File: src/rtl/ahb_mtx_pkg.sv
// rtl/ahb_mtx_pkg.sv - shared encodings, FSM state and control struct for the AHB matrix input stage
package ahb_mtx_pkg;

  localparam logic [1:0] TRN_IDLE = 2'b00;
  localparam logic [1:0] TRN_BUSY = 2'b01;
  localparam logic [1:0] TRN_NSEQ = 2'b10;
  localparam logic [1:0] TRN_SEQ  = 2'b11;

  localparam logic [1:0] RSP_OKAY  = 2'b00;
  localparam logic [1:0] RSP_ERROR = 2'b01;

  typedef enum logic [1:0] {
    ST_IDLE = 2'd0,
    ST_HELD = 2'd1,
    ST_DATA = 2'd2
  } state_t;

  // Address-phase control; the address itself is kept separate because its width is a module parameter.
  typedef struct packed {
    logic       sel;
    logic [1:0] trans;
    logic       write;
    logic [2:0] size;
    logic [2:0] burst;
    logic [3:0] prot;
    logic [3:0] master;
    logic       mastlock;
  } ctrl_t;

endpackage

File: src/rtl/ahb_mtx_hold_reg.sv
// rtl/ahb_mtx_hold_reg.sv - address/control holding register; HAUSER flops only with AHB_MTX_USER_SIGNALS_EN
module ahb_mtx_hold_reg
  import ahb_mtx_pkg::*;
#(
  parameter int ADDR_W = 32
`ifdef AHB_MTX_USER_SIGNALS_EN
  ,
  parameter int USER_W = 32
`endif
) (
  input  logic              HCLK,
  input  logic              HRESET,
  input  logic              load,
  input  ctrl_t             ctrl_d,
  input  logic [ADDR_W-1:0] addr_d,
`ifdef AHB_MTX_USER_SIGNALS_EN
  input  logic [USER_W-1:0] auser_d,
  output logic [USER_W-1:0] auser_q,
`endif
  output ctrl_t             ctrl_q,
  output logic [ADDR_W-1:0] addr_q
);

  always_ff @(posedge HCLK or posedge HRESET) begin
    if (HRESET) begin
      ctrl_q <= '0;
      addr_q <= '0;
    end else if (load) begin
      ctrl_q <= ctrl_d;
      addr_q <= addr_d;
    end
  end

`ifdef AHB_MTX_USER_SIGNALS_EN
  always_ff @(posedge HCLK or posedge HRESET) begin
    if (HRESET) begin
      auser_q <= '0;
    end else if (load) begin
      auser_q <= auser_d;
    end
  end
`endif

endmodule

File: src/rtl/ahb_mtx_input_stage.sv
// rtl/ahb_mtx_input_stage.sv - AHB matrix master-side input stage; AHB_MTX_USER_SIGNALS_EN forwards HAUSER
module ahb_mtx_input_stage
  import ahb_mtx_pkg::*;
#(
  parameter int ADDR_W = 32,
  parameter int USER_W = 32
) (
  input  logic              HCLK,
  input  logic              HRESET,
  input  logic              HSELS,
  input  logic [ADDR_W-1:0] HADDRS,
  input  logic [1:0]        HTRANSS,
  input  logic              HWRITES,
  input  logic [2:0]        HSIZES,
  input  logic [2:0]        HBURSTS,
  input  logic [3:0]        HPROTS,
  input  logic [3:0]        HMASTERS,
  input  logic              HMASTLOCKS,
  input  logic [USER_W-1:0] HAUSERS,
  input  logic              HREADYS,
  output logic              HREADYOUTS,
  output logic [1:0]        HRESPS,
  output logic              sel_ip,
  output logic [ADDR_W-1:0] addr_ip,
  output logic [USER_W-1:0] auser_ip,
  output logic [1:0]        trans_ip,
  output logic              write_ip,
  output logic [2:0]        size_ip,
  output logic [2:0]        burst_ip,
  output logic [3:0]        prot_ip,
  output logic [3:0]        master_ip,
  output logic              mastlock_ip,
  output logic              held_tran_ip,
  input  logic              active_ip,
  input  logic              hreadymux_ip,
  input  logic [1:0]        resp_ip
);

  state_t            state, state_nxt;
  ctrl_t             ctrl_in, held_ctrl, ctrl_out;
  logic [ADDR_W-1:0] held_addr;
  logic              trans_req, acc, hold_load;

  assign ctrl_in = '{sel: HSELS, trans: HTRANSS, write: HWRITES, size: HSIZES, burst: HBURSTS,
                     prot: HPROTS, master: HMASTERS, mastlock: HMASTLOCKS};

  assign trans_req = HSELS & HTRANSS[1] & HREADYS;
  assign acc       = held_tran_ip & active_ip & hreadymux_ip;
  assign hold_load = (state != ST_HELD) && (state_nxt == ST_HELD);

  always_ff @(posedge HCLK or posedge HRESET) begin
    if (HRESET) state <= ST_IDLE;
    else        state <= state_nxt;
  end

  always_comb begin
    state_nxt = state;
    case (state)
      ST_IDLE: if (trans_req) state_nxt = acc ? ST_DATA : ST_HELD;
      ST_HELD: if (acc) state_nxt = ST_DATA;
      ST_DATA: begin
        if (hreadymux_ip) begin
          if (trans_req) state_nxt = acc ? ST_DATA : ST_HELD;
          else           state_nxt = ST_IDLE;
        end
      end
      default: state_nxt = ST_IDLE;
    endcase
  end

  // The stalled master cannot present a new address while held, so the register stays stable.
  always_comb begin
    ctrl_out     = ctrl_in;
    addr_ip      = HADDRS;
    held_tran_ip = trans_req & ~HRESET;
    HREADYOUTS   = 1'b1;
    HRESPS       = RSP_OKAY;
    case (state)
      ST_HELD: begin
        ctrl_out     = held_ctrl;
        addr_ip      = held_addr;
        held_tran_ip = 1'b1;
        HREADYOUTS   = 1'b0;
      end
      ST_DATA: begin
        HREADYOUTS = hreadymux_ip;
        HRESPS     = resp_ip;
      end
      default: ;
    endcase
  end

  assign sel_ip      = ctrl_out.sel;
  assign trans_ip    = ctrl_out.trans;
  assign write_ip    = ctrl_out.write;
  assign size_ip     = ctrl_out.size;
  assign burst_ip    = ctrl_out.burst;
  assign prot_ip     = ctrl_out.prot;
  assign master_ip   = ctrl_out.master;
  assign mastlock_ip = ctrl_out.mastlock;

`ifdef AHB_MTX_USER_SIGNALS_EN
  logic [USER_W-1:0] held_auser;

  ahb_mtx_hold_reg #(.ADDR_W(ADDR_W), .USER_W(USER_W)) u_hold (
    .HCLK    (HCLK),
    .HRESET  (HRESET),
    .load    (hold_load),
    .ctrl_d  (ctrl_in),
    .addr_d  (HADDRS),
    .auser_d (HAUSERS),
    .auser_q (held_auser),
    .ctrl_q  (held_ctrl),
    .addr_q  (held_addr)
  );

  assign auser_ip = (state == ST_HELD) ? held_auser : HAUSERS;
`else
  logic unused_auser;

  ahb_mtx_hold_reg #(.ADDR_W(ADDR_W)) u_hold (
    .HCLK   (HCLK),
    .HRESET (HRESET),
    .load   (hold_load),
    .ctrl_d (ctrl_in),
    .addr_d (HADDRS),
    .ctrl_q (held_ctrl),
    .addr_q (held_addr)
  );

  assign auser_ip     = '0;
  assign unused_auser = ^HAUSERS;
`endif

endmodule

File: config.mk
export PLATFORM = sky130hd
export DESIGN_NAME = ahb_mtx_input_stage
export DESIGN_NICKNAME = d
export VERILOG_FILES = /design/src/rtl/ahb_mtx_pkg.sv /design/src/rtl/ahb_mtx_hold_reg.sv /design/src/rtl/ahb_mtx_input_stage.sv
export SDC_FILE = /design/constraint.sdc
export NUM_CORES = 1
export LEC_CHECK = 0
export BUFFER_PORTS_ARGS = -buffer_cell sky130_fd_sc_hd__buf_2
export CAP_MARGIN = 15
export CORE_UTILIZATION = 35
export DETAILED_ROUTE_END_ITERATION = 8
export PLACE_DENSITY = 0.75
export RECOVER_POWER = 100
export SYNTH_ARGS = -nofsm -noshare
export SYNTH_HDL_FRONTEND = slang
export SYNTH_SLANG_ARGS = --single-unit
export TNS_END_PERCENT = 1
File: constraint.sdc
create_clock -name HCLK -period 1.9 [get_ports HCLK]
set_input_delay 0.38 -clock HCLK [delete_from_list [all_inputs] [get_ports HCLK]]
set_output_delay 0.38 -clock HCLK [all_outputs]
set_load 0.1 [all_outputs]
==> Word-level counts from Yosys, hierarchy flattened <==
Cells that the tools add are included.
{ "classes": {"n_reduce_logical": 2, "bitwise_logic": 6, "eq_ne": 4, "n_mux": 11} }
{ "ops": {"columns": ["operator", "count"], "rows": [
  ["$mux 32", 1],
  ["$mux 19", 1],
  ["$mux 2", 6],
  ["$pmux 2 s3", 1],
  ["$and 1x1->1", 5],
  ["$eq 2x1->1 const B", 2],
  ["$eq 2x2->1 const B", 1],
  ["$logic_not 2->1", 1],
  ["$ne 2x1->1 const B", 1],
  ["$pmux 1 s2", 1],
  ["$logic_and 1x1->1", 1],
  ["$mux 1", 1],
  ["$not 1->1", 1]
]} }
{ "totals": {"inputBits": 90, "ff_bits": 53, "out_inout_bits": 87, "wordCells": 33} }

==> Longest topological paths before layout <==
Gate-level depths: netlist of the first run.
{ "logic_depth": {"ltp_word": 12, "depth_mapped": 5, "mapped_depth_nobuf": 3} }

==> Modules after synthesis <==
From an unflattened synthesis of the first run, not the netlist that was laid out.
{ "hier_totals": {"hier_cells": 223, "area_unflattened_um2": 3199.3} }
{ "by_module_without_submodules": {"columns": ["module", "instances", "area_per_inst_um2", "cells_each", "seq_area_each_um2"], "rows": [
  ["ahb_mtx_hold_reg", 1, 2153.3, 109, 1276.2],
  ["ahb_mtx_input_stage", 1, 1046.0, 114, 50.0]
]} }

==> Worst setup path after synthesis of the first run <==
Ideal clock, no wire load.
{ "synth_timing": {"path_type": "register to output", "from": "register state[0]", "to": "output HRESPS[0]", "t_arrival_ns": 2.695, "n_path_buf": 1, "stages_incl_launch_ff": 3, "required_time_ns": 1.520, "setup_slack_ns": -1.175, "path_cell_list": "dfrtp_1 > buf_2 > nor3b_1"} }
{ "synth_via": {"elab_chain_len": 2} }
{ "synth_lines": {"columns": ["element", "line_no", "source"], "rows": [
  ["start: declaration", "ahb_mtx_input_stage.sv:39", "state_t state, state_nxt;"],
  ["start signal: assignment", "ahb_mtx_input_stage.sv:53", "else state <= state_nxt;"],
  ["$eq 2x2->1", "ahb_mtx_input_stage.sv:78", "case (state)"],
  ["$mux 2", "ahb_mtx_input_stage.sv:78", null],
  ["end: declaration", "ahb_mtx_input_stage.sv:22", "output logic [1:0] HRESPS,"]
]} }
No other way between the ends.

==> Worst setup path in the final report of the first run <==
{ "layout_timing": {"from": "register state[1]", "to": "output addr_ip[1]"} }
{ "layout_via": {"elab_chain_len": 2} }
{ "layout_lines": {"columns": ["element", "line_no", "source"], "rows": [
  ["$eq 2x1->1", "ahb_mtx_input_stage.sv:78", null],
  ["$mux 32", "ahb_mtx_input_stage.sv:78", null],
  ["end: declaration", "ahb_mtx_input_stage.sv:24", "output logic [ADDR_W-1:0] addr_ip,"]
]} }
No other way between the ends.

==> results of run 1 <==
[metrics by stage]
| step | setup WS [ps] | cell area [um2] | total power [mW] | utilization |
|---|---|---|---|---|
| CTS | -125.5 | 4372 | 5.520 | 0.5216 |
| floorplan | -195.6 | 3224 | 4.031 | - |
| global route | -189.1 | 4339 | 5.686 | 0.5177 |
| detailed placement | 121.4 | 4025 | 4.538 | 0.4802 |
| finish | -109.8 | 4339 | 5.442 | 0.5177 |
| global placement | 131.0 | 4025 | 4.491 | 0.4802 |
[worst max-delay path, cell delays in order, from the launching register on]
cell and delay, ps:
dfrtp_1 360, inv_1 80, nand2_4 140, buf_12 190, mux2_2 360, buf_6 190
[sequential cells by signal (all words and copies together), names as in the netlist]
signal         count
state              2
u_hold.addr_q     32
u_hold.ctrl_q     19
[cell type report]
cell class / count / area [um2] / share of cell area
Multi-Input combinational cell: 149 / 1550 / 0.3573
Inverter: 2 / 7.507 / 0.001730
Sequential cell: 53 / 1326 / 0.3057
Clock inverter: 2 / 38.79 / 0.008939
Clock buffer: 6 / 72.57 / 0.01672
Timing Repair Buffer: 122 / 1212 / 0.2794
Tap cell: 105 / 131.4 / 0.03028
[kinds of logic (layout without fill, tap and decap cells)]
group / Yosys count / after routing / share of synthesized area
and+or+nand+nor: 10 / 10 / 0.01981
muxes: 100 / 100 / 0.4222
buffers and inverters: 45 / 132 / 0.1080
AOI/OAI and AO/OA: 7 / 7 / 0.02022
DFF: 53 / 53 / 0.4286
other: 1 / 32 / 0.001212
[synthesized netlist by cell type]
cell type   n
a21oi_1     1
and4b_2     1
buf_2       6
buf_4      32
buf_6       5
conb_1      1
dfrtp_1    53
inv_1       2
mux2_2     52
mux2_4     48
nand2_1     2
nand2b_1    3
nand3_1     1
nor2_1      1
nor3b_1     2
o211ai_4    1
o21a_1      1
o21ai_0     1
o221ai_1    1
o22ai_1     1
o31a_1      1
[worst min path at each step]
stage	to	slack [ps]	cells after the start
3_5_place_dp	u_hold.ctrl_q[18]	450	1
2_1_floorplan	u_hold.ctrl_q[17]	430	1
6_report	u_hold.addr_q[28]	290	2
5_1_grt	u_hold.addr_q[28]	280	2
4_1_cts	u_hold.ctrl_q[17]	190	3
3_3_place_gp	u_hold.ctrl_q[17]	450	1
[power groups by stage]
stage	Combinational [mW]	Sequential [mW]	Clock, mW
3_3_place_gp	2.89	1.60	0
3_5_place_dp	2.91	1.62	0
2_1_floorplan	2.46	1.57	0
6_report	3.06	1.61	0.767
4_1_cts	3.10	1.61	0.809
5_1_grt	3.18	1.65	0.859
[routing by layer]
metal	wire length [um]	part of all wire
met1	2476	0.38
met2	3417	0.53
met3	560	0.086
met4	51	0.0078
met5	0	0
[repair_timing]
item,4_1_cts,5_1_grt
setup endpoints to repair,51,52
gates cloned,1,0
resized for setup,67,8
==> results.sh, run 1 <==
export IMPL_worstPathArrival_ps=1630
export IMPL_holdBufCountCts=0
export IMPL_htreeDepth=2
export IMPL_maxCapViolCount=0
export IMPL_root_buffer="clkbuf_8"
export IMPL_met1_usage=0.1621
export IMPL_crit_type="register to output port"
export IMPL_n_antenna_cell=0
export IMPL_final_setup_tns_ps=-4994
export IMPL_violations="negative setup slack"
export IMPL_ios=177
export IMPL_outcome="finished with violations"
export IMPL_leakagePower_nw=2.173
export IMPL_pwr_share_clk=0.141
export IMPL_die_x_um=96.03
export IMPL_p_int_mw=2.948
export IMPL_final_common_cell="buf_2"
export IMPL_fillers=738
export IMPL_reg2reg_depth=5
export IMPL_met2_usage=0.2606
export IMPL_rsz0062_at_grt="yes"
export IMPL_swShare=0.4583
export IMPL_drt_wirelength_per_cell_um=14.82
export IMPL_endpoint_kind="output port"
export IMPL_min_path_type="input port to register"
export IMPL_power_frac_comb=0.563
export IMPL_crit_required_ps=1520
export IMPL_yosys_area_top_type="dfrtp_1"
export IMPL_dieHeight_um=96.03
export IMPL_cp_endpoint="addr_ip[1]"
export IMPL_crit_start="state[1]"
export IMPL_path_max_fanout=23
export IMPL_grt_met3_usage=0.05292
export IMPL_vias=2041
export IMPL_drtPass1Iterations=4
export IMPL_synth_seq_cells=53
export IMPL_fmaxAchievable_mhz=497.6
export IMPL_final_cells=439
export IMPL_coreArea_mm2=0.008382
export IMPL_clkTransAtPathRegs_ps=100
export IMPL_grt_max_degree=29
export IMPL_cts_made_buffers=5
export IMPL_setup_slack_ps=-109.8
export IMPL_rr_startpoint="state[0]"
export IMPL_r2r_slack_ps=-50
export IMPL_finalHoldViolCount=0
export IMPL_synth_area_leaders="dfrtp_1 (43%), mux2_4 (23%), mux2_2 (19%), buf_4 (7.8%), buf_6 (1.8%)"
export IMPL_start_kind="register"
export IMPL_drc=0
export IMPL_synthesis_area_mm2=0.003094
export IMPL_rows=33
export IMPL_ant_nets=0
export IMPL_grt_pass1_vias=2089
export IMPL_die_area_mm2=0.009221
export IMPL_start_util=0.3692
export IMPL_grt_use_total=0.1450
export IMPL_mostFrequentLayoutCells="buf_2 (57), dfrtp_1 (53), mux2_2 (52), mux2_4 (45), conb_1 (32)"
export IMPL_yosysUniqueCellTypes=21
export IMPL_drt_iter0_markers=27
export IMPL_avgViaCountPerCell=4.649
export IMPL_postSynthAreaPerCell_um2=14.33
export IMPL_seqPwrFrac=0.296
export IMPL_setup_violations_final=65
export IMPL_fin_crit_ps=2010
export IMPL_r2r_end="u_hold.ctrl_q[16]"
export IMPL_ys_seq_area_frac=0.4286
export IMPL_clock_sinks=53
export IMPL_globalRouteOverflowTotal=0
export IMPL_gp_congestion=0.7031
export IMPL_relSlewSlack=0.08042
export IMPL_grt_busiest_layer="met2"
export IMPL_p_per_area_mw_per_mm2=1254
export IMPL_period_share=1.058
export IMPL_nets=423
export IMPL_clock_path_buffers=2
export IMPL_grt_pass1_wl_um=10210
export IMPL_power_switching_mw=2.494
export IMPL_hpwl_um=4620
export IMPL_dp_cells=430
export IMPL_drive_above_1_share=0.6856
export IMPL_max_slew_worst_pin_slew_ps=1379
export IMPL_syn2layout_area_growth_pct=40.23
export IMPL_yosys_warnings=0
export IMPL_min_from="HADDRS[28]"
export IMPL_post_cts_buffers=0
export IMPL_holdWs_ps=293.5
export IMPL_io_buffer_count=112
export IMPL_max_vdd_ir_drop_mv=0.5848
export IMPL_cts_tree="yes"
export IMPL_finClkSkew_ps=9.330
export IMPL_antenna_found_initial=0
export IMPL_clock_latency_ps=300
export IMPL_routed_wl_um=6505
export IMPL_finalMaxSlewViolations=0
export IMPL_synth_top_cell_area_share=0.4286
export IMPL_synth_cells=216
(Power assumes the default switching activity.)
==> inputs of run 2 (changes only) <==
ABC_AREA = 1   (was default)
==> run 2 against run 1 <==
- the run now ends clean
- core utilization rose by 5.0 points
- via count is 60% higher
- clock skew decreased by 7.3 ps
- cell area rose by 14%
- global-route usage up 3.2 points
- setup slack gained 130 ps
- highest routed layer unchanged
==> results.sh, run 2 <==
export IMPL_outcome="complete, no violations"
export IMPL_synthesis_area_mm2=0.003113
export IMPL_avgViaCountPerCell=4.914
export IMPL_fin_crit_ps=1884
export IMPL_finalMaxSlewViolations=0
export IMPL_path_max_fanout=10
export IMPL_async_flop_share=1.000
export IMPL_ios=177
export IMPL_top_regs="u_hold.addr_q (32), u_hold.ctrl_q (19), state (2)"
export IMPL_clock_path_buffers=2
export IMPL_setup_violations_final=0
export IMPL_pre_cts_ws_ps=110.4
export IMPL_grt_pass1_vias=2814
export IMPL_synth_main_ff_cell="dfrtp_1"
export IMPL_largest_register_ffs=32
export IMPL_hpwl_um=5753
export IMPL_io_buffer_count=112
export IMPL_multi_input_area_mm2=0.001680
export IMPL_final_common_cell="nand2_1"
export IMPL_synth_top_cell_area_share=0.4260
export IMPL_grt_max_degree=59
export IMPL_synth_cells=449
export IMPL_die_area_mm2=0.009276
export IMPL_cts_made_buffers=5
export IMPL_cts_tree="yes"
export IMPL_die_x_um=96.31
export IMPL_nets=644
export IMPL_drt_iter0_markers=147
export IMPL_period_share=0.9918
export IMPL_start_kind="register"
export IMPL_crit_type="register to output port"
export IMPL_fmaxAchievable_mhz=530.7
export IMPL_setup_slack_ps=15.66
export IMPL_r2r_slack_ps=170
export IMPL_clock_sinks=53
export IMPL_finalHoldViolCount=0
export IMPL_htreeDepth=2
export IMPL_rsz0062_at_grt="yes"
export IMPL_max_flop_register="u_hold.addr_q"
export IMPL_globalRouteOverflowTotal=0
export IMPL_endpoint_kind="output port"
export IMPL_finClkSkew_ps=2.059
export IMPL_coreArea_mm2=0.008678
export IMPL_drive_above_1_share=0.3712
export IMPL_relSlewSlack=0.1252
export IMPL_n_antenna_cell=0
export IMPL_drt_wirelength_per_cell_um=13.60
export IMPL_layout_area_seq_mm2=0.001328
export IMPL_fillers=775
export IMPL_synth_commonest_cells="nand2_1 (257), dfrtp_1 (53), nand4_1 (50), buf_4 (32), buf_2 (23)"
export IMPL_synth_seq_cells=53
export IMPL_synth_edff_count=0
export IMPL_synth_area_leaders="dfrtp_1 (43%), nand2_1 (31%), nand4_1 (10%), buf_4 (7.7%), buf_2 (3.7%)"
export IMPL_drtPass1Iterations=5
export IMPL_root_buffer="clkbuf_8"
export IMPL_yosysUniqueCellTypes=19
export IMPL_grt_busiest_layer="met2"
export IMPL_antenna_found_initial=0
export IMPL_ys_seq_area_frac=0.4260
export IMPL_yosys_area_top_type="dfrtp_1"
export IMPL_grt_met3_usage=0.03239
export IMPL_worstPathArrival_ps=1500
export IMPL_dieHeight_um=96.31
export IMPL_postSynthAreaPerCell_um2=6.933
export IMPL_min_path_type="input port to register"
export IMPL_mostFrequentLayoutCells="nand2_1 (197), nand2_2 (58), buf_2 (57), buf_12 (56), dfrtp_1 (52)"
export IMPL_start_util=0.3587
export IMPL_routed_wl_um=9015
export IMPL_max_slew_worst_pin_slew_ps=1312
export IMPL_yosys_warnings=0
export IMPL_met2_usage=0.3292
export IMPL_clock_latency_ps=300
export IMPL_drc=0
export IMPL_maxCapViolCount=0
export IMPL_gp_congestion=0.7445
export IMPL_clkTransAtPathRegs_ps=90
export IMPL_rows=34
export IMPL_holdBufCountCts=0
export IMPL_synth_most_common_cell="nand2_1"
export IMPL_ant_nets=0
export IMPL_crit_required_ps=1520
export IMPL_grt_use_total=0.1772
export IMPL_holdWs_ps=341.2
export IMPL_grt_pass1_wl_um=12900
export IMPL_syn2layout_area_growth_pct=58.32
export IMPL_vias=3258
export IMPL_final_util=0.5679
export IMPL_met1_usage=0.2101
[run 2: cell types whose count changed in the layout (fill, tap and decap cells not counted), moves of 3 or more]
| cell | delta |
|---|---|
| buf_12 | +34 |
| buf_4 | +4 |
| buf_6 | -25 |
| buf_8 | -7 |
| clkbuf_16 | +5 |
| inv_1 | +7 |
| mux2_1 | -3 |
| mux2_2 | -52 |
| mux2_4 | -45 |
| nand2_1 | +196 |
| nand2_2 | +58 |
| nand2b_1 | -3 |
| nand4_1 | +50 |
[run 2: path summary, 6_finish.rpt]
| check | start | to | cells after the start |
|---|---|---|---|
| max in group asynchronous | HRESET | state[0] | 3 |
| min in group asynchronous | HRESET | state[1] | 3 |
| setup / recovery | state[1] | addr_ip[21] | 7 |
| hold / removal | HADDRS[28] | u_hold.addr_q[28] | 3 |
| setup reg to reg | state[0] | u_hold.addr_q[11] | 8 |
| hold reg to reg | u_hold.addr_q[9] | u_hold.addr_q[9] | 2 |
[run 2: what timing repair did]
item | 4_1_cts | 5_1_grt
pin swaps | 0 | 3
endpoints found under the setup margin | 50 | 72
gates cloned | 0 | 6
buffers inserted | 1 | 1
gates resized for setup | 7 | 67
[run 2: per-layer routing]
metal  part of all wire  vias to the layer above  wire (um)
met3              0.065                       12        583
met1               0.40                     1539       3629
li1                   -                     1567          -
met4             0.0097                        0         87
met5                  0                        -          0
met2               0.52                      140       4714
[run 2: layout make-up]
| class | instances | area share |
|---|---|---|
| sequential | 53 | 0.2694 |
| inverter | 11 | 0.01117 |
| clock buffer | 7 | 0.01549 |
| multi-input combinational | 353 | 0.3409 |
| tap | 108 | 0.02742 |
| timing repair buffer | 130 | 0.3341 |
| clock inverter | 1 | 0.001523 |
[run 2: kinds of logic after synthesis]
| kind of cell | Yosys count | share of synthesized area |
|---|---|---|
| simple gates | 316 | 0.4264 |
| other cells | 1 | 0.001205 |
| buf+inv | 74 | 0.1371 |
| flops | 53 | 0.4260 |
| compound gates | 5 | 0.009242 |
[run 2: stage by stage]
stage	cell area (um2)	setup TNS, ps	cells
final	4928	0	663
after global routing	4928	-1777	663
after CTS	4601	-0.4297	656
after detailed placement	4489	0	647
after global placement	4489	0	647
after floorplan	3258	-34180	480
[run 2: critical path: stages, from the launching register on]
cell and delay (ps):
dfrtp_1 410, inv_2 100, nand2_8 100, clkinv_8 100
clkbuf_16 160, nand2_1 60, nand2_2 80, buf_12 170
Power of run 2 is not shown: default switching activity piles up to over one toggle a cycle in this logic, so the estimate is an artifact.
==> inputs of run 3 (changes only) <==
ABC_AREA = default   (was 1)
SETUP_SLACK_MARGIN = 0.02   (was default)
==> run 3 against run 2 <==
- the run now ends with negative setup slack left
- non-clock buffer count down 8
- worst hold slack worse by 48 ps
- via count down 38%
- die area down 0.59%
- critical path depth down 2
- cell count down 34%
- critical endpoint is now addr_ip[1]
- flip-flop and latch count unchanged
- maximum frequency down 6.3%
- core utilization down 5.0 points
==> results.sh, run 3 (synthesized netlist as in run 1, its figures left out) <==
export IMPL_clock_sinks=53
export IMPL_die_x_um=96.03
export IMPL_relSlewSlack=0.07956
export IMPL_drive_above_1_share=0.6856
export IMPL_grt_pass1_wl_um=10230
export IMPL_fmaxAchievable_mhz=497.5
export IMPL_leakagePower_nw=2.174
export IMPL_grt_pass1_vias=2091
export IMPL_setup_slack_ps=-110.2
export IMPL_swShare=0.4583
export IMPL_htreeDepth=2
export IMPL_die_area_mm2=0.009221
export IMPL_start_util=0.3692
export IMPL_p_int_mw=2.948
export IMPL_path_buf_inv=3
export IMPL_seqPwrFrac=0.296
export IMPL_post_cts_buffers=0
export IMPL_hpwl_um=4620
export IMPL_finalHoldViolCount=0
export IMPL_outcome="finished with violations"
export IMPL_path_delay_family="buffers and inverters"
export IMPL_rows=33
export IMPL_n_antenna_cell=0
export IMPL_antenna_found_initial=0
export IMPL_drt_wirelength_per_cell_um=14.76
export IMPL_fin_crit_ps=2010
export IMPL_cp_cell_sequence="inv_1 > nand2_4 > buf_12 > mux2_2 > buf_6"
export IMPL_crit_required_ps=1520
export IMPL_finalMaxSlewViolations=0
export IMPL_grt_use_total=0.1453
export IMPL_clock_path_buffers=2
export IMPL_syn2layout_area_growth_pct=40.23
export IMPL_slowest_stage="dfrtp_1"
export IMPL_start_kind="register"
export IMPL_largest_register_ffs=32
export IMPL_endpoint_kind="output port"
export IMPL_globalRouteOverflowTotal=0
export IMPL_max_flop_register="u_hold.addr_q"
export IMPL_clock_latency_ps=300
export IMPL_routed_wl_um=6480
export IMPL_min_path_type="input port to register"
export IMPL_fin_total_pwr_mw=5.442
export IMPL_pre_cts_ws_ps=121.4
export IMPL_final_common_cell="buf_2"
export IMPL_cts_made_buffers=5
export IMPL_rsz0062_at_grt="yes"
export IMPL_power_switching_mw=2.494
export IMPL_gp_congestion=0.7031
export IMPL_dieHeight_um=96.03
export IMPL_drt_iter0_markers=32
export IMPL_vias=2032
export IMPL_ant_nets=0
export IMPL_root_buffer="clkbuf_8"
export IMPL_pwr_share_clk=0.141
export IMPL_io_buffer_count=112
export IMPL_period_share=1.058
export IMPL_cpPeakStageDelay_ps=360
export IMPL_p_per_area_mw_per_mm2=1254
export IMPL_holdBufCountCts=0
export IMPL_ios=177
export IMPL_avgViaCountPerCell=4.629
export IMPL_coreArea_mm2=0.008382
export IMPL_power_frac_comb=0.563
export IMPL_final_util=0.5177
export IMPL_top_regs="u_hold.addr_q (32), u_hold.ctrl_q (19), state (2)"
export IMPL_drtPass1Iterations=4
export IMPL_setup_violations_final=65
export IMPL_nets=423
export IMPL_path_max_fanout=23
export IMPL_mostFrequentLayoutCells="buf_2 (57), dfrtp_1 (53), mux2_2 (52), mux2_4 (45), conb_1 (32)"
export IMPL_crit_type="register to output port"
export IMPL_violations="negative setup slack"
export IMPL_max_slew_worst_pin_slew_ps=1381
export IMPL_worstPathArrival_ps=1630
export IMPL_clkTransAtPathRegs_ps=100
export IMPL_cts_tree="yes"
export IMPL_maxCapViolCount=0
export IMPL_drc=0
export IMPL_grt_max_degree=29
export IMPL_finClkSkew_ps=9.333
export IMPL_max_vdd_ir_drop_mv=0.5856
## run 3: cell types whose count changed in the layout (fill, tap and decap cells not counted), moves of 5 or more
| cell | delta |
|---|---|
| buf_6 | +25 |
| mux2_2 | +52 |
| nand2_1 | -196 |
| mux2_4 | +45 |
| nand4_1 | -50 |
| inv_1 | -7 |
| buf_12 | -34 |
| buf_8 | +7 |
| nand2_2 | -58 |
| clkbuf_16 | -5 |
## run 3: layer usage
layer  part of all wire  up-vias  global-route usage
met5                  0        -                   0
met4             0.0079        0             0.03358
met3              0.086        6             0.05292
met2               0.52       90              0.2612
met1               0.38     1007              0.1626
li1                   -      929                   -
## run 3: per-stage QoR
step	setup TNS, ps	cells	hold WS (ps)	area [um2]
3_5_place_dp	0	430	453.6	4025
2_1_floorplan	-545.9	247	430.5	3224
3_3_place_gp	0	430	446.7	4025
6_report	-5000	439	293.5	4339
5_1_grt	-11470	439	281.1	4339
4_1_cts	-5412	439	187.7	4374
## run 3: worst reg2reg max path: cells and delay by family (launching register included)
kind | cells | cell delay, ps
AO/OA/AOI/OAI | 1 | 240
buffers and inverters | 2 | 530
flip-flops | 1 | 420
multiplexers | 1 | 350
AND/OR/NAND/NOR | 1 | 320
## run 3: power groups by stage
stage / clock, mW / sequential (mW) / combinational, mW
final: 0.767 / 1.61 / 3.06
after global routing: 0.859 / 1.65 / 3.18
after CTS: 0.809 / 1.61 / 3.10
after detailed placement: 0 / 1.62 / 2.91
after global placement: 0 / 1.60 / 2.89
after floorplan: 0 / 1.57 / 2.46
## run 3: path summary, 6_finish.rpt
path / startpoint / to / slack, ps / cells past startpoint
max in group asynchronous: HRESET / u_hold.addr_q[8] / 440 / 3
max reg2reg: state[0] / u_hold.ctrl_q[16] / -50 / 5
min reg2reg: u_hold.ctrl_q[18] / u_hold.ctrl_q[18] / 470 / 1
min: HADDRS[28] / u_hold.addr_q[28] / 290 / 2
min in group asynchronous: HRESET / u_hold.addr_q[27] / 360 / 3
max: state[1] / addr_ip[1] / -110 / 5
## run 3: final cells by class
| cell class | count | area [um2] |
|---|---|---|
| clock inverter | 2 | 38.79 |
| clock buffer | 6 | 72.57 |
| tap | 105 | 131.4 |
| sequential | 53 | 1326 |
| fill | 738 | 4043 |
| timing repair buffer | 122 | 1212 |
| multi-input combinational | 149 | 1550 |
| inverter | 2 | 7.507 |
## run 3: repair_timing
action	CTS	global route
resized for setup	68	7
endpoints found under the setup margin	52	51
cloned	1	0
